**config.mk**
```make
export PLATFORM = sky130hd
export DESIGN_NAME = instr_sequencer
export DESIGN_NICKNAME = d
export VERILOG_FILES = /design/src/rtl/instr_sequencer.sv
export SDC_FILE = /design/constraint.sdc
export NUM_CORES = 1
export LEC_CHECK = 0
export CORE_MARGIN = 2
export CORE_UTILIZATION = 60
export DETAILED_ROUTE_END_ITERATION = 12
export PLACE_DENSITY = 0.89
export SLEW_MARGIN = 10
export SYNTH_ARGS = -nofsm -noshare
export SYNTH_HDL_FRONTEND = slang
export SYNTH_SLANG_ARGS = --single-unit
```
**constraint.sdc**
```tcl
create_clock -name CLK -period 8.55 [get_ports CLK]
set_clock_uncertainty 0.1 [all_clocks]
set_input_delay 0.855 -clock CLK [delete_from_list [all_inputs] [get_ports CLK]]
set_output_delay 0.855 -clock CLK [all_outputs]
set_load 0.05 [all_outputs]
```
**src/rtl/instr_sequencer.sv**
```systemverilog
// Issue stage: holds a loadable 18-bit micro-program and issues one registered
// A1/A2/A3/opcode/WE3 word per clock until HALT or end of memory. Optional SEQ_STEP_EN adds single-step gating.
module instr_sequencer #(
    parameter int DEPTH = 16,
    parameter int PCW   = $clog2(DEPTH) + 1
) (
    input  logic                     CLK,
    input  logic                     RST,
    input  logic                     load_en,
    input  logic [$clog2(DEPTH)-1:0] load_addr,
    input  logic [17:0]              load_data,
    input  logic                     start,
`ifdef SEQ_STEP_EN
    input  logic                     step_mode,
    input  logic                     step,
`endif
    output logic                     busy,
    output logic                     done,
    output logic [PCW-1:0]           pc,
    output logic [4:0]               A1,
    output logic [4:0]               A2,
    output logic [4:0]               A3,
    output logic [1:0]               opcode,
    output logic                     WE3
);
    localparam int AW = $clog2(DEPTH);

    typedef enum logic [1:0] {IDLE, RUN, DONE} state_t;

    state_t      state, state_nx;
    logic [17:0] mem [DEPTH];
    logic [17:0] word;
    logic        fire;

`ifdef SEQ_STEP_EN
    assign fire = !step_mode || step;
`else
    assign fire = 1'b1;
`endif

    assign busy = (state == RUN);
    assign done = (state == DONE);

    // pc only reaches DEPTH through its top bit, which stands in for an implicit HALT
    assign word = pc[PCW-1] ? 18'h20000 : mem[pc[AW-1:0]];

    // Program memory is deliberately left out of reset
    always_ff @(posedge CLK) begin
        if (load_en && state != RUN)
            mem[load_addr] <= load_data;
    end

    always_ff @(posedge CLK or posedge RST) begin
        if (RST) state <= IDLE;
        else     state <= state_nx;
    end

    always_comb begin
        state_nx = state;
        case (state)
            IDLE, DONE: if (start) state_nx = RUN;
            RUN:        if (fire && word[17]) state_nx = DONE;
            default:    state_nx = IDLE;
        endcase
    end

    always_ff @(posedge CLK or posedge RST) begin
        if (RST) begin
            pc     <= '0;
            A1     <= '0;
            A2     <= '0;
            A3     <= '0;
            opcode <= '0;
            WE3    <= 1'b0;
        end else begin
            WE3 <= 1'b0;
            case (state)
                IDLE, DONE: if (start) pc <= '0;
                RUN: begin
                    if (fire && !word[17]) begin
                        opcode <= word[16:15];
                        A3     <= word[14:10];
                        A1     <= word[9:5];
                        A2     <= word[4:0];
                        WE3    <= 1'b1;
                        pc     <= pc + PCW'(1);
                    end
                end
                default: ;
            endcase
        end
    end
endmodule

```
# After elaboration in Yosys (flattened, before gate mapping)
# Memory sizes are Yosys's and may differ from the RTL's.
# Index checks and enable logic that the tools add are counted.
[word_totals] n_memories=1 ram_bits=288 ff_bits=25
[op_classes] bitwise=1 muxes=11 add_sub_neg=1 reduce_logical=7 n_eq_ne=6
[memory_table] name="mem" depth=16 word_bits=18 rd=1 rd_clocked_by_memory_dff=0 write_ports=1 line="31" source="logic [17:0] mem [DEPTH];"
[op_table] cell="18-bit 2-to-1 mux" n=1
[op_table] cell="5-bit 2-to-1 mux" n=2
[op_table] cell="5-bit case mux with 2 select lines" n=1
[op_table] cell="5-bit by 1-bit adder with 5-bit output, second input constant" n=1
[op_table] cell="1-bit 2-to-1 mux" n=4
[op_table] cell="2-bit 2-to-1 mux" n=2
[op_table] cell="2-bit by 1-bit inequality test with 1-bit output, second input constant" n=2
[op_table] cell="2-bit inequality test, second input constant" n=2
[op_table] cell="2-bit case mux with 2 select lines" n=1
[op_table] cell="2-bit AND reduction" n=2
[op_table] cell="3-bit AND reduction" n=1
[op_table] cell="2-bit by 1-bit == test with 1-bit output, second input constant" n=1
[op_table] cell="2-bit == test, second input constant" n=1
[op_table] cell="2-bit logical NOT" n=1
[op_table] cell="2-bit nonzero test" n=1
[op_table] cell="2-bit OR reduction" n=1
[op_table] cell="1-bit logical AND" n=1
[op_table] cell="1-bit inverter" n=1

# Depth between registers and ports, before layout
[logic_depth] word_depth=4 depth_mapped=9 ltp_nobuf=5

# Least setup slack after synthesis
# Ideal clock, no wire load.
[synth_timing] path_type="input to register" startpoint="in load_addr[1]" endpoint="mem mem[0][0] (enable)" stages=2 path_buffers=0 slack_ps=5477 arrival_ps=2558 setup_ps=416 path_cell_list="or3_1 -> nor3_1"
[synth_rtl] element="start, declared" line="10" source="input logic [$clog2(DEPTH)-1:0] load_addr,"
[synth_rtl] element="end, declared" line="31"
# No word-level cell before the write port.

# Worst setup path after layout
[layout_timing] startpoint="reg pc[1]" endpoint="out pc[1]"
[layout_rtl] element="start, declared" line="19" source="output logic [PCW-1:0] pc,"
[layout_rtl] element="start signal, assigned" line="86" source="pc <= pc + PCW'(1);"
# No word-level cell between the ends.

==> flow_summary_export.csv <==
group,metric,value,unit
status,status,"complete, no violations",
global_routing,gr-total-overflow,0,
routing,drt_pass1_iterations,4,
synth,ys_seq_elements,313,
synth,netlist-cell-type-count,34,
synth,synth_ff_type,"edfxtp_1",
synth,yosys_warnings,0,
floorplanning,coreArea,19600,µm²
routing,wire_per_inst,29.4,µm
worst_setup_path,startpoint_type,"flop",
clock_network,tritoncts,"done",
synth,syn_area,12000,µm²
worst_setup_path,arrival,2.71,ns
clock_network,cts_hold_buf,0,
clock_network,clock_latency,0.53,ns
clock_network,cts_buffers,28,
layout,finalNetCount,635,
routing,drc,0,
routing,vias_per_cell,6.69,
clock_network,path_clk_slew,0.06,ns
routing,routed_wirelength,26.3,mm
sta,finalSetupTns,0,ns
synth,ys_seq_area_share,77.2,%
placed_design,dpl.hpwl,13.7,mm
power_and_ir_drop,power_density,295,nW/µm²
layout,area_growth,14.7,%
layout,fillerInstances,1097,
power_and_ir_drop,power_frac_clock,30.1,%
worst_setup_path,path_max_fanout,81,
placed_design,globalplace.congestion,0.810,
hold_path,hold_path_class,"reg -> reg",
clock_network,cts_buffer_depth,3,
global_routing,antenna_found_initial,0,
power_and_ir_drop,pwr-share-seq,45.4,%
routing,ant_nets,0,
flow_run,drv_cap,0,
clock_network,cts_resized,0,
floorplanning,fp.dieH,146,µm
worst_setup_path,rrSetupSlack,5.12,ns
synth,netlist_instances,544,
sta,setup_violations,0,
worst_setup_path,end_kind,"output port",
floorplanning,num_io_pins,51,
sta,fmax,273,MHz
sta,rsz0062_at_grt,"no",
power_and_ir_drop,comb_power_share,24.5,%
power_and_ir_drop,power_leakage,4.43,nW
worst_setup_path,reg2regPathDepth,6,
sta,slew_headroom,14.3,%
synth,synthArstFlopShare,7.99,%
hold_path,whs_path_depth,1,
global_routing,grt_pass1_vias,6256,
sta,hold_viol,0,
synth,synth-edff-count,288,
clock_network,cts.sink_count,313,
sta,post-route-period-util,42.9,%
layout,utilization,70.3,%
layout,antenna_cells,0,
power_and_ir_drop,p_sw,0.00116,W
global_routing,grt_max_degree,82,
synth,avgSynthCellArea,22.1,µm²
worst_setup_path,required,7.60,ns
placed_design,io_buffers,50,
global_routing,grt_pass1_wl,39.0,mm
sta,tightest_slew,1.28,ns
clock_network,clockRootBuffer,"clkbuf_16",
floorplanning,rows,51,
routing,via_count,5988,
clock_network,htree_levels,1,
synth,synth_nets,571,
sta,drv_slew,0,
power_and_ir_drop,swShare,28.6,%
global_routing,grt_usage,25.2,%
power_and_ir_drop,peakVddDrop,0.000138,V
clock_network,cts_setup_buffers,0,
layout,drive_above_1_share,22.9,%
floorplanning,dieWidth,146,µm
floorplanning,die_area,21200,µm²
sta,holdWs,0.401,ns
worst_setup_path,setup.worst_path.class,"reg -> out",
routing,drt_iter0_drc,816,
power_and_ir_drop,p_int,0.00290,W
floorplanning,start_util,61.3,%
sta,fin_crit,3.67,ns
==> final timing paths <==
path | start | end
setup / recovery | pc[1] | pc[1]
hold / removal | A3[2] | A3[2]
setup reg to reg | pc[1] | A1[1]
hold reg to reg | A3[2] | A3[2]
max in group asynchronous | RST | pc[0]
min in group asynchronous | RST | pc[1]
==> stage by stage <==
| step | power [W] | area (µm²) | setup slack, ns | std cells |
|---|---|---|---|---|
| after floorplan | 0.00256 | 12000 | 5.48 | 544 |
| after global placement | 0.00280 | 12800 | 5.09 | 843 |
| after detailed placement | 0.00285 | 12800 | 4.86 | 843 |
| after CTS | 0.00407 | 13700 | 4.80 | 895 |
| after global routing | 0.00418 | 13800 | 4.79 | 895 |
| final | 0.00406 | 13800 | 4.88 | 895 |
==> metal layers <==
layer / track usage [%] / routed length, µm / up-vias
met4: 9.17 / 766 / 0
li1: - / - / 2427
met3: 5.24 / 2790 / 69
met1: 34.5 / 9570 / 3068
met2: 41.1 / 13200 / 424
met5: 0 / 0 / -
==> cells in the final DEF, fill, tap and decap left out, types with 3 or more instances in the layout <==
| master | Yosys | layout |
|---|---|---|
| a221o_1 | 17 | 17 |
| a22o_1 | 19 | 19 |
| a31oi_1 | 3 | 3 |
| buf_4 | 5 | 11 |
| clkbuf_1 | 4 | 10 |
| clkbuf_16 | 0 | 29 |
| clkbuf_8 | 0 | 3 |
| clkdlybuf4s50_1 | 0 | 50 |
| clkinv_1 | 0 | 6 |
| dfrtp_1 | 25 | 23 |
| edfxtp_1 | 288 | 288 |
| inv_1 | 5 | 5 |
| mux2_2 | 17 | 17 |
| mux2i_1 | 10 | 10 |
| mux4_1 | 12 | 12 |
| mux4_2 | 57 | 57 |
| nand2_1 | 12 | 12 |
| nand2b_1 | 4 | 4 |
| nand3_1 | 5 | 5 |
| nor2_1 | 19 | 5 |
| nor2_2 | 0 | 7 |
| nor2_4 | 0 | 7 |
| nor2b_1 | 4 | 3 |
| nor3_2 | 0 | 4 |
==> power groups by stage <==
stage | logic (W) | registers (W) | clock network [W]
floorplan | 0.000571 | 0.00199 | 0
global placement | 0.000932 | 0.00187 | 0
finish | 0.000993 | 0.00184 | 0.00122
CTS | 0.000990 | 0.00184 | 0.00123
global route | 0.00104 | 0.00186 | 0.00129
detailed placement | 0.000970 | 0.00188 | 0
==> Yosys cell counts, drive strengths merged (10+ instances only) <==
library cell  instances  area (µm²)
a221o                17         170
a22o                 19         166
buf                  23         145
dfrtp                25         626
edfxtp              288        8650
mux2                 17         191
mux2i                10         100
mux4                 69        1600
nand2                12        45.0
nor2                 19        71.3
==> sequential cells by signal, summed over array words and instances, names as in the netlist <==
name    cells
mem       288
A1          5
A2          5
A3          5
pc          5
opcode      2
state       2
WE3         1
==> worst max-delay path, cell delays in order (launching register included) <==
cell             delay, ns
dfrtp_2               0.34
buf_4                 0.84
clkdlybuf4s50_1       0.99
==> cell families after synthesis <==
| group | synth area share [%] |
|---|---|
| simple gates | 2.07 |
| mux | 15.7 |
| fa+ha+maj | 0.104 |
| buf+inv | 1.49 |
| flops | 77.2 |
| compound gates | 3.43 |
==> area by class of cell <==
class / instances / area (µm²) / share of cell area [%]
Sequential cell: 313 / 9280 / 67.4
Multi-Input combinational cell: 199 / 2670 / 19.4
Clock buffer: 42 / 805 / 5.84
Timing Repair Buffer: 61 / 583 / 4.23
Tap cell: 265 / 332 / 2.41
Clock inverter: 10 / 92.6 / 0.672
Inverter: 5 / 18.8 / 0.136
Power figures use the tool's default switching activity.
